$ cat src/rtl/rr_decode_arbiter_if.sv
// rr_decode_arbiter_if: request/release inputs and registered decoder-drive outputs of the round-robin arbiter
interface rr_decode_arbiter_if;
  logic [3:0] req;
  logic       done;
  logic       hold_off;
  logic [1:0] sel;
  logic       dec_dis;
  logic [3:0] gnt;
  logic       preempt;
  modport master (input req, done, hold_off, output sel, dec_dis, gnt, preempt);
  modport slave  (output req, done, hold_off, input sel, dec_dis, gnt, preempt);
endinterface

$ cat src/rtl/rr_decode_arbiter.sv
// rr_decode_arbiter: round-robin sequencer driving a shared 2-to-4 decoder select and disable.
// Define RR_FORCE_RELEASE_EN to cap each grant at MAX_HOLD cycles and report it on preempt.
module rr_decode_arbiter #(
  parameter int MAX_HOLD = 8
) (
  input  logic                  clk,
  input  logic                  rst_n,
  rr_decode_arbiter_if.master   bus
);
  typedef enum logic [1:0] {IDLE, BUSY, GAP} state_t;
  state_t     state, nextState;
  logic [1:0] ptr, nextPtr, pick, nextSel;
  logic [3:0] nextGnt;
  logic       nextDecDis, nextPreempt, userRel, timeout;
`ifdef RR_FORCE_RELEASE_EN
  logic [7:0] holdCnt;
  always_ff @(posedge clk)
    if (!rst_n) holdCnt <= 8'd0;
    else holdCnt <= (state == BUSY) ? holdCnt + 8'd1 : 8'd0;
  assign timeout = (state == BUSY) && (holdCnt == 8'(MAX_HOLD - 1));
`else
  assign timeout = (MAX_HOLD == 0);
`endif
  assign userRel = bus.done || !bus.req[bus.sel] || bus.hold_off;
  // First requester at or after ptr, wrapping; lowest offset wins.
  always_comb begin
    pick = ptr;
    for (int i = 3; i >= 0; i--)
      if (bus.req[ptr + 2'(i)]) pick = ptr + 2'(i);
  end
  always_comb begin
    nextState   = state;
    nextPtr     = ptr;
    nextSel     = bus.sel;
    nextGnt     = bus.gnt;
    nextDecDis  = bus.dec_dis;
    nextPreempt = 1'b0;
    case (state)
      IDLE:
        if (!bus.hold_off && |bus.req) begin
          nextState  = BUSY;
          nextSel    = pick;
          nextGnt    = 4'b0001 << pick;
          nextDecDis = 1'b0;
        end
      BUSY:
        if (userRel || timeout) begin
          nextState   = GAP;
          nextGnt     = 4'b0000;
          nextDecDis  = 1'b1;
          nextPtr     = bus.sel + 2'd1;
          nextPreempt = timeout && !userRel;
        end
      default: nextState = IDLE;
    endcase
  end
  always_ff @(posedge clk)
    if (!rst_n) begin
      state       <= IDLE;
      ptr         <= 2'd0;
      bus.sel     <= 2'd0;
      bus.gnt     <= 4'b0000;
      bus.dec_dis <= 1'b1;
      bus.preempt <= 1'b0;
    end else begin
      state       <= nextState;
      ptr         <= nextPtr;
      bus.sel     <= nextSel;
      bus.gnt     <= nextGnt;
      bus.dec_dis <= nextDecDis;
      bus.preempt <= nextPreempt;
    end
endmodule

$ cat src/flat_wrapper.sv
// flat-port wrapper written by rule: the top's interface ports become plain ports
module rr_decode_arbiter_flat 
#(
  parameter int MAX_HOLD = 8
)
  (clk, rst_n, bus_req, bus_done, bus_hold_off, bus_sel, bus_dec_dis, bus_gnt, bus_preempt);
  rr_decode_arbiter_if bus_i ();
  input  logic clk;
  input  logic rst_n;
  input wire logic [$bits(bus_i.req)-1:0] bus_req;
  input wire logic [$bits(bus_i.done)-1:0] bus_done;
  input wire logic [$bits(bus_i.hold_off)-1:0] bus_hold_off;
  output wire logic [$bits(bus_i.sel)-1:0] bus_sel;
  output wire logic [$bits(bus_i.dec_dis)-1:0] bus_dec_dis;
  output wire logic [$bits(bus_i.gnt)-1:0] bus_gnt;
  output wire logic [$bits(bus_i.preempt)-1:0] bus_preempt;
  assign bus_i.req = bus_req;
  assign bus_i.done = bus_done;
  assign bus_i.hold_off = bus_hold_off;
  assign bus_sel = bus_i.sel;
  assign bus_dec_dis = bus_i.dec_dis;
  assign bus_gnt = bus_i.gnt;
  assign bus_preempt = bus_i.preempt;
  rr_decode_arbiter #(.MAX_HOLD(MAX_HOLD)) u_core (.clk(clk), .rst_n(rst_n), .bus(bus_i));
endmodule
$ cat config.mk
export PLATFORM = sky130hd
export DESIGN_NAME = rr_decode_arbiter_flat
export DESIGN_NICKNAME = d
export VERILOG_FILES = /design/src/rtl/rr_decode_arbiter_if.sv /design/src/rtl/rr_decode_arbiter.sv /design/src/flat_wrapper.sv
export SDC_FILE = /design/constraint.sdc
export NUM_CORES = 1
export LEC_CHECK = 0
export CAP_MARGIN = 10
export CORE_UTILIZATION = 45
export DETAILED_ROUTE_END_ITERATION = 6
export PLACE_DENSITY = 0.75
export SLEW_MARGIN = 20
export SYNTH_ARGS = -nofsm -noshare
export SYNTH_HDL_FRONTEND = slang
export SYNTH_SLANG_ARGS = --single-unit
$ cat constraint.sdc
create_clock -name clk -period 2.1 [get_ports clk]
set_input_delay 0.42 -clock clk [delete_from_list [all_inputs] [get_ports clk]]
set_output_delay 0.42 -clock clk [all_outputs]
set_load 0.01 [all_outputs]
# [Word-level counts from Yosys, hierarchy flattened]
# Cells that the tools add are included.
[word_totals] regBits=11 latch_bits=0 mem_bits_rw=0 romBits=0 in_bits=8 out_inout_bits=8 wordCells=53 mem_count=0
[classes] addsub=4 n_mul=0 div=0 n_lt_le_gt_ge=5 n_eq_ne=3 shift=1 muxes=23 n_bitwise=0 reduce_logical=12
[ops] op="$lt A2 B3 Y1 const B" n=5
[ops] op="$mux W2" n=6
[ops] op="$bmux W1 S2" n=5
[ops] op="$mux W4" n=2
[ops] op="$pmux W4 S2" n=1
[ops] op="$mux W1" n=7
[ops] op="$reduce_and A2 Y1" n=3
[ops] op="$add A2 B1 Y2 const B" n=2
[ops] op="$add A2 B2 Y2 const B" n=2
[ops] op="$ne A2 B1 Y1 const B" n=2
[ops] op="$pmux W2 S2" n=1
[ops] op="$reduce_or A4 Y1" n=1
[ops] op="$shl A1 B2 Y4 const A" n=1
[ops] op="$reduce_and A3 Y1" n=1
[ops] op="$eq A2 B1 Y1 const B" n=1
[ops] op="$logic_not A1 Y1" n=2
[ops] op="$logic_not A2 Y1" n=1
[ops] op="$logic_or A1 B1 Y1" n=2
[ops] op="$pmux W1 S2" n=1
[ops] op="$reduce_bool A2 Y1" n=1
[ops] op="$logic_and A1 B1 Y1" n=1

# [Longest topological paths before layout]
# Gate-level depths: netlist of run 1.
[depth] word_depth=10 mapped_depth=7 ltp_nobuf=5

# [Worst setup path after synthesis of run 1]
# Ideal clock, no wire load.
[synth_path] kind="input -> register" startpoint="in bus_req[3]" endpoint="reg u_core.bus.dec_dis" setup_ps=120 arrival_time_ps=1445 setup_slack_ps=535 path_stages=6 n_path_buf=2 path_cell_list="buf_4 -> mux2i_1 -> and2_4 -> o41a_1 -> buf_6 -> a211o_1"
[synth_between] elab_chain_len=7 elab_cells_between_ends=10 cone_classes="eq/ne: 2; mux: 2; reduce/logical: 6"
[synth_lines] element="start: declaration" line_no="flat_wrapper.sv:10" source="input wire logic [$bits(bus_i.req)-1:0] bus_req;"
[synth_lines] element="$bmux W1 S2" line_no="rr_decode_arbiter.sv:24" source="assign userRel = bus.done || !bus.req[bus.sel] || bus.hold_off;"
[synth_lines] element="$mux W1 (implied by the code)" line_no="rr_decode_arbiter.sv:24"
[synth_lines] element="$logic_not A1 Y1" line_no="rr_decode_arbiter.sv:24"
[synth_lines] element="$logic_or A1 B1 Y1 (2 in series)" line_no="rr_decode_arbiter.sv:24"
[synth_lines] element="$ne A2 B1 Y1 (no source line)"
[synth_lines] element="$reduce_and A3 Y1 (no source line) (*)"
[synth_lines] element="end signal: assignment" line_no="rr_decode_arbiter.sv:70" source="bus.dec_dis <= nextDecDis;"
[synth_lines] element="end: declaration" line_no="rr_decode_arbiter_if.sv:10" source="modport master (input req, done, hold_off, output sel, dec_dis, gnt, preempt);"
# Every way passes the cells marked *; elsewhere a longest branch is shown, timed or not. The select of a mux whose other input is x is not followed.
# A chain may end at the register's enable or synchronous reset.

# [Final worst setup path of run 1]
[layout_path] startpoint="in bus_req[2]" endpoint="reg u_core.bus.gnt[0]"
[layout_between] elab_chain_len=9 elab_cells_between_ends=25 cone_classes="eq/ne: 2; shift: 1; mux: 16; reduce/logical: 6"
[layout_lines] element="$bmux W1 S2" line_no="rr_decode_arbiter.sv:29" source="if (bus.req[ptr + 2'(i)]) pick = ptr + 2'(i);"
[layout_lines] element="$mux W1 (implied by the code)" line_no="rr_decode_arbiter.sv:29"
[layout_lines] element="$mux W2 (4 in series)" line_no="rr_decode_arbiter.sv:29"
[layout_lines] element="$shl A1 B2 Y4" line_no="rr_decode_arbiter.sv:43" source="nextGnt = 4'b0001 << pick;"
[layout_lines] element="$mux W4" line_no="rr_decode_arbiter.sv:40" source="if (!bus.hold_off && |bus.req) begin"
[layout_lines] element="$pmux W4 S2" line_no="rr_decode_arbiter.sv:38" source="case (state)"
[layout_lines] element="end signal: assignment" line_no="rr_decode_arbiter.sv:69" source="bus.gnt <= nextGnt;"
[layout_lines] element="end: declaration" line_no="rr_decode_arbiter_if.sv:10"
# Parallel ways exist; a longest one is shown, timed or not. The select of a mux whose other input is x is not followed.

==> run metrics, run 1 <==
outcome=completed; register area=220.2 um2; root buffer cell=sky130_fd_sc_hd__clkbuf_4; I/O pin total=16; DPL Wire Length=roughly 980 um; Most used DFF post-synth=sky130_fd_sc_hd__dfxtp_1; die area=between 1000 and 1500 um2; detailed-routing iteration count for the pre-antenna-repair pass=2; Total Routed Length=approximately 1.3 mm; ratio of final minimum period to clock period=0.8686; dominant combinational cell family by area after synthesis=simple AND/OR/NAND/NOR gates; clock slew seen by the registers of the worst setup and hold paths=approximately 0.070 ns; worst clock skew on the final layout=0.003257 ns; maximum single-stage delay on the critical path=0.54 ns; worst reg-to-reg setup slack=0.44 ns; share of cell area taken by muxes after synthesis=0.05042; Max stage delay cell, worst path=sky130_fd_sc_hd__clkdlybuf4s50_1; Post-Route Utilization=0.6592; total of buffers placed on input and output ports=14; filler-free cell count of the finished design=between 100 and 150; synthesized instance count=a little under 70; Multi-input gate area=a little over 300 um2; initial cell density of the core=0.5085; startpoint of the most critical register-to-register path=u_core.bus.sel[0]$_SDFFE_PN0P_; total track usage=0.2107; number of cells upsized or downsized after cts=0; ordered list of cells on the worst path=clkdlybuf4s50_1 > nor4_1 > or4_1 > buf_4 > nand3_1 > o32ai_1; MaxCap Viol Count=0; area of the core=~1200 um2; Post-Synth Adder-Cell Area=0; number of nets in the layout=96; proportion of register bits with asynchronous set or reset after synthesis=0; buffer depth of the longest clock path=2; Final Hold Vio Count=0; kind of capture point of the worst setup path=register; clock sink count=11; cell count after placement=97; Bufs and invs on worst path=2; reg2reg path depth=5; Max Slew Vio Count=0; min-delay worst type=register to register; depth of the CTS H-tree=1; count of cell types in the netlist=29; number of fill cells=106; total via count after detailed routing=562; maximum clock frequency=approximately 0.55 GHz; highest net fanout along the worst path=5; worst flop-to-flop path endpoint=u_core.ptr[1]$_SDFFE_PN0P_; largest net degree at the start of global routing=11; overall power of the completed layout=just over 500 uW; total leakage power=0.0002893 uW; Data arrival, critical path=between 1.5 and 2 ns; antenna violations before repair=0; ratio of routed vias to standard cells=5.564; hold_ws=roughly 0.47 ns; worst vdd rail ir drop=0.0004144 V; post-route antenna net violation count=0; clock tree from TritonCTS=yes; compound-gate portion of the synthesized area=0.2038; end point of the critical path=u_core.bus.gnt[0]$_SDFFE_PN0P_; Worst Setup SP=bus_req[2]; most used cells in the layout excluding fill and tap cells=sky130_fd_sc_hd__clkdlybuf4s50_1 (14), sky130_fd_sc_hd__dfxtp_1 (11), sky130_fd_sc_hd__nor2_1 (6); number of buffers inserted by hold repair at cts=0; antenna cell count=0; RSZ-0062 raised after global routing=false; Worst Setup Start Kind=primary input; mean cell area of the mapped netlist=approximately 8.6 um2; number of endpoints failing setup at the final stage=0; clock latency of the later-clocked register in the worst-skew pair=roughly 0.27 ns; synthesized area=around 600 um2; Post-synth EDFFs=0; number of synthesized register bits=11; total CTS buffers=3; initial DRC count=16; mean routed wirelength per cell=approximately 13 um; Die Y=between 30 and 40 um; sum of negative setup slack=0 ns; x dimension of the die=38.38 um; WP data required=2.24 ns; Rows=12; proportion of synthesized chip area in sequential cells=0.3697; via count of the first global-routing pass=between 400 and 500; synth-to-layout area growth=29.62%; fraction of synthesized cell area in xor and xnor cells=0.01471; time the worst path needs with I/O delays and setup=between 1.5 and 2 ns; placer congestion estimate=roughly 0.87; wire length of the first global-routing pass=between 1.5 and 2 mm; cell class contributing the biggest share of worst-path delay=buffers and inverters; simple-gate area share of the yosys netlist=0.2395; share of layout cells above drive strength 1=0.1379; Remaining DRCs=0; synthesized netlist net count=between 70 and 80; overall overflow remaining after global route=0; logic depth of the worst setup path including buffers=6; Setup Fix Bufs, Post-CTS=0; Pwr Density=roughly 650 nW/um2; most common cell after layout, fill and taps aside=sky130_fd_sc_hd__clkdlybuf4s50_1; Crit Path Category=primary input to register; number of warnings reported in the yosys synthesis log=0
[cells in the mapped netlist (2+ instances only)]
cell type	instances	share of area
sky130_fd_sc_hd__a21oi_1	4	0.034
sky130_fd_sc_hd__inv_1	4	0.025
sky130_fd_sc_hd__o22ai_1	3	0.032
sky130_fd_sc_hd__nor4_1	2	0.021
sky130_fd_sc_hd__nand2b_1	2	0.021
sky130_fd_sc_hd__mux2i_1	3	0.050
sky130_fd_sc_hd__a211oi_1	3	0.038
sky130_fd_sc_hd__nand3_1	4	0.034
sky130_fd_sc_hd__nor2b_1	4	0.042
sky130_fd_sc_hd__nand2_1	3	0.019
sky130_fd_sc_hd__dfxtp_1	11	0.37
sky130_fd_sc_hd__buf_6	2	0.038
sky130_fd_sc_hd__nor2_1	6	0.038
sky130_fd_sc_hd__buf_4	3	0.038
[metal layers]
| layer | wire length [um] | vias up | track usage |
|---|---|---|---|
| met5 | 0 | - | 0 |
| met2 | 619 | 13 | 0.3432 |
| met3 | 47 | 5 | 0.02907 |
| met4 | 51 | 0 | 0.2241 |
| met1 | 545 | 263 | 0.2202 |
| li1 | - | 281 | - |
[per-stage QoR]
step	setup WS (ns)	instance area, um2
after global placement	0.006111	745.7
after floorplan	0.5351	595.6
final	0.2760	772.0
after CTS	0.2677	772.0
after global routing	0.1784	772.0
after detailed placement	-0.01023	745.7
[registers in the layout, summed over array words and instances (netlist names)]
register / count
u_core.ptr: 2
u_core.bus.dec_dis: 1
u_core.bus.sel: 2
u_core.state: 2
u_core.bus.gnt: 4
[report_power, final]
part / total, uW / switching [uW] / internal (uW)
Combinational: 125 / 58.2 / 66.6
Sequential: 237 / 13.5 / 223
Clock: 143 / 69.8 / 73.6
[logic make-up after synthesis]
group           Yosys count
mux                       3
compound gates           17
flops                    11
other cells               1
buf+inv                  10
simple gates             26
xor+xnor                  1
[how the worst min path moves through the flow]
stage,from,endpoint,depth (start not counted),slack [ns]
2_1_floorplan,u_core.bus.gnt[2]$_SDFFE_PN0P_,u_core.bus.gnt[2]$_SDFFE_PN0P_,2,0.50
3_3_place_gp,u_core.bus.dec_dis$_SDFFE_PN1P_,u_core.bus.dec_dis$_SDFFE_PN1P_,1,0.45
3_5_place_dp,u_core.bus.dec_dis$_SDFFE_PN1P_,u_core.bus.dec_dis$_SDFFE_PN1P_,1,0.46
4_1_cts,u_core.bus.dec_dis$_SDFFE_PN1P_,u_core.bus.dec_dis$_SDFFE_PN1P_,1,0.47
5_1_grt,u_core.bus.dec_dis$_SDFFE_PN1P_,u_core.bus.dec_dis$_SDFFE_PN1P_,1,0.50
6_report,u_core.bus.dec_dis$_SDFFE_PN1P_,u_core.bus.dec_dis$_SDFFE_PN1P_,1,0.47
[final cells by class]
type                            instances  share of cell area
Multi-Input combinational cell         48              0.3971
Sequential cell                        11              0.2853
Timing Repair Buffer                   19              0.2301
Clock buffer                            4             0.03404
Inverter                                5             0.03079
Tap cell                               14             0.02269
[worst register-to-register path, cell delays in order, from the launching register on]
cell and delay, ns:
sky130_fd_sc_hd__dfxtp_1 0.48, sky130_fd_sc_hd__nor2b_1 0.08, sky130_fd_sc_hd__a211oi_1 0.29, sky130_fd_sc_hd__o41a_1 0.41, sky130_fd_sc_hd__nor2_1 0.08, sky130_fd_sc_hd__a211oi_1 0.23
Power figures use the tool's default switching activity.
==> run 2, diff against run 1 <==
--- a/config.mk
+++ b/config.mk
@@ -9,6 +9,7 @@
 export CORE_UTILIZATION = 45
 export DETAILED_ROUTE_END_ITERATION = 6
 export PLACE_DENSITY = 0.75
+export SKIP_LAST_GASP = 1
 export SLEW_MARGIN = 20
 export SYNTH_ARGS = -nofsm -noshare
 export SYNTH_HDL_FRONTEND = slang
==> results of run 2 <==
Same layout as run 1: the final DEF is identical, and so are final timing and power.
==> run 3, diff against run 2 <==
--- a/config.mk
+++ b/config.mk
@@ -5,9 +5,9 @@
 export SDC_FILE = /design/constraint.sdc
 export NUM_CORES = 1
 export LEC_CHECK = 0
-export CAP_MARGIN = 10
-export CORE_UTILIZATION = 45
+export CORE_AREA = 2 2 39 41
 export DETAILED_ROUTE_END_ITERATION = 6
+export DIE_AREA = 0 0 41 43
 export PLACE_DENSITY = 0.75
 export SKIP_LAST_GASP = 1
 export SLEW_MARGIN = 20
==> constraint.sdc (replaced) <==
create_clock -name clk -period 2.2 [get_ports clk]
set_input_delay 0.44 -clock clk [delete_from_list [all_inputs] [get_ports clk]]
set_output_delay 0.44 -clock clk [all_outputs]
set_load 0.01 [all_outputs]
==> run metrics, run 3 (synthesis gave the netlist of run 1 again) <==
outcome=completed (unchanged); switching power of the nets=125.8 uW (was 141.6 uW); Max Slew Vio Count=0 (unchanged); ratio of final minimum period to clock period=0.8862; Worst Setup Start Kind=primary input (unchanged); number of cells upsized or downsized after cts=0 (unchanged); Die Y=43 um (was 38.38 um); clock slew seen by the registers of the worst setup and hold paths=0.06 ns (was 0.07 ns); RSZ-0062 raised after global routing=false (unchanged); placer congestion estimate=0.7374 (was 0.8723); total of buffers placed on input and output ports=14 (unchanged); setup slack after placement=-0.02841 ns (was -0.01023 ns); Pint=342.9 uW (was 363.6 uW); maximum single-stage delay on the critical path=0.49 ns (was 0.54 ns); kind of capture point of the worst setup path=register (unchanged); WP data required=2.37 ns (was 2.24 ns); worst setup margin=0.2505 ns (was 0.2760 ns); mean routed wirelength per cell=11.63 um (was 12.51 um); most common cell after layout, fill and taps aside=sky130_fd_sc_hd__clkdlybuf4s50_1 (unchanged); clock tree from TritonCTS=yes (unchanged); Biggest register=u_core.bus.gnt (unchanged); depth of the CTS H-tree=1 (unchanged); detailed-routing iteration count for the pre-antenna-repair pass=4 (was 2); clock latency of the later-clocked register in the worst-skew pair=0.26 ns (was 0.27 ns); most used cell along the critical path=sky130_fd_sc_hd__a211oi_1; ratio of routed vias to standard cells=5.307 (was 5.564); number of fill cells=141 (was 106); antenna cell count=0 (unchanged); worst vdd rail ir drop=0.0003708 V (was 0.0004144 V); clock sink count=11 (unchanged); MaxCap Viol Count=0 (unchanged); switch share=0.2685 (was 0.2802); total track usage=0.1616 (was 0.2107); number of nets in the layout=94 (was 96); Total Routed Length=1.175 mm (was 1.264 mm); number of endpoints failing setup at the final stage=0 (unchanged); worst reg-to-reg setup slack=0.52 ns (was 0.44 ns); area of the core=1384 um2 (was 1171 um2); final design area excluding fillers=759.5 um2 (was 772.0 um2); initial cell density of the core=0.4304 (was 0.5085); x dimension of the die=41 um (was 38.38 um); Crit Path Category=primary input to register (unchanged); I/O pin total=16 (unchanged); part of the total power dissipated in combinational logic=0.242 (was 0.247); maximum clock frequency=0.5129 GHz; min-delay worst type=register to register (unchanged); Post-Route Utilization=0.5488 (was 0.6592); DPL Wire Length=932.9 um (was 981.9 um); number of buffers inserted by hold repair at cts=0 (unchanged); worst hold path startpoint=u_core.bus.dec_dis$_SDFFE_PN1P_ (unchanged); total leakage power=0.0002801 uW (was 0.0002893 uW); startpoint of the most critical register-to-register path=u_core.bus.sel[0]$_SDFFE_PN0P_ (unchanged); sequential power share=0.483 (was 0.469); share of layout cells above drive strength 1=0.1176 (was 0.1379); Rows=14 (was 12); Setup Fix Bufs, Post-CTS=0 (unchanged); wire length of the first global-routing pass=1.994 mm (was 1.987 mm); buffer depth of the longest clock path=2 (unchanged); post-route antenna net violation count=0 (unchanged); largest net degree at the start of global routing=11 (unchanged); sum of negative setup slack=0 ns (unchanged); Data arrival, critical path=2.12 ns (was 1.97 ns); time the worst path needs with I/O delays and setup=between 1.5 and 2 ns; total CTS buffers=3 (unchanged); most used cells in the layout excluding fill and tap cells=sky130_fd_sc_hd__clkdlybuf4s50_1 (14), sky130_fd_sc_hd__dfxtp_1 (11), sky130_fd_sc_hd__nor2_1 (6) (unchanged); initial DRC count=11 (was 16); worst clock skew on the final layout=0.002629 ns (was 0.003257 ns); ordered list of cells on the worst path=clkdlybuf4s50_1 > nor2b_1 > a211oi_1 > o41a_1 > nor2_1 > a211oi_1 (was clkdlybuf4s50_1 > nor4_1 > or4_1 > buf_4 > nand3_1 > o32ai_1); Max stage delay cell, worst path=sky130_fd_sc_hd__clkdlybuf4s50_1 (unchanged); Largest register FFs=4 (unchanged); total via count after detailed routing=536 (was 562); hold_ws=0.4792 ns (was 0.4676 ns); Final Hold Vio Count=0 (unchanged); die area=1763 um2 (was 1473 um2); Clk network pwr share=0.275 (was 0.284); dpl cell area=733.2 um2 (was 745.7 um2); Pwr Density=617.2 nW/um2 (was 654.4 nW/um2); Worst Setup SP=bus_req[0] (was bus_req[2]); highest net fanout along the worst path=10 (was 5); via count of the first global-routing pass=494 (was 485); synth-to-layout area growth=27.52% (was 29.62%); root buffer cell=sky130_fd_sc_hd__clkbuf_4 (unchanged); Remaining DRCs=0 (unchanged); overall overflow remaining after global route=0 (unchanged); antenna violations before repair=0 (unchanged)
## run 3: cell count changes in the layout (fill, tap and decap cells not counted), sizes merged
cell | previous run | this run
buf | 5 | 3
## run 3: worst max-delay path, delay by kind of cell
| family | cells | cell delay [ns] |
|---|---|---|
| compound gates | 3 | 0.95 |
| buf+inv | 1 | 0.49 |
| simple gates | 2 | 0.25 |
## run 3: layer usage
layer / part of all wire / vias up / track usage / wire [um]
li1: - / 273 / - / -
met1: 0.49 / 253 / 0.2164 / 578
met2: 0.47 / 10 / 0.2469 / 550
met3: 0.038 / 0 / 0.06283 / 45
met4: 0 / 0 / 0.02000 / 0
met5: 0 / - / 0 / 0
## run 3: final cells by class
| class | instances | area, um2 | share of cell area |
|---|---|---|---|
| tap | 16 | 20.02 | 0.02636 |
| clock buffer | 4 | 26.28 | 0.03460 |
| timing repair buffer | 17 | 162.7 | 0.2142 |
| sequential | 11 | 220.2 | 0.2900 |
| inverter | 5 | 23.77 | 0.03130 |
| multi-input combinational | 48 | 306.5 | 0.4036 |
## run 3: path summary, 6_finish.rpt
check	endpoint	depth (start not counted)
worst max-delay path	u_core.ptr[0]$_SDFFE_PN0P_	6
worst min-delay path	u_core.bus.dec_dis$_SDFFE_PN1P_	1
worst max register to register	u_core.ptr[0]$_SDFFE_PN0P_	5
worst min register to register	u_core.bus.dec_dis$_SDFFE_PN1P_	1
## run 3: stage by stage
stage / instances / total power, uW
after CTS: 101 / 476.1
after global routing: 101 / 498.7
final: 101 / 468.7
after global placement: 97 / 342.8
after detailed placement: 97 / 344.3
after floorplan: 69 / 303.5
## run 3: power groups by stage
stage	Clock [uW]	Combinational, uW	Sequential (uW)
after CTS	136	114	226
after global routing	145	126	228
after floorplan	0	73.0	231
after detailed placement	0	113	231
after global placement	0	112	231
final	129	113	226
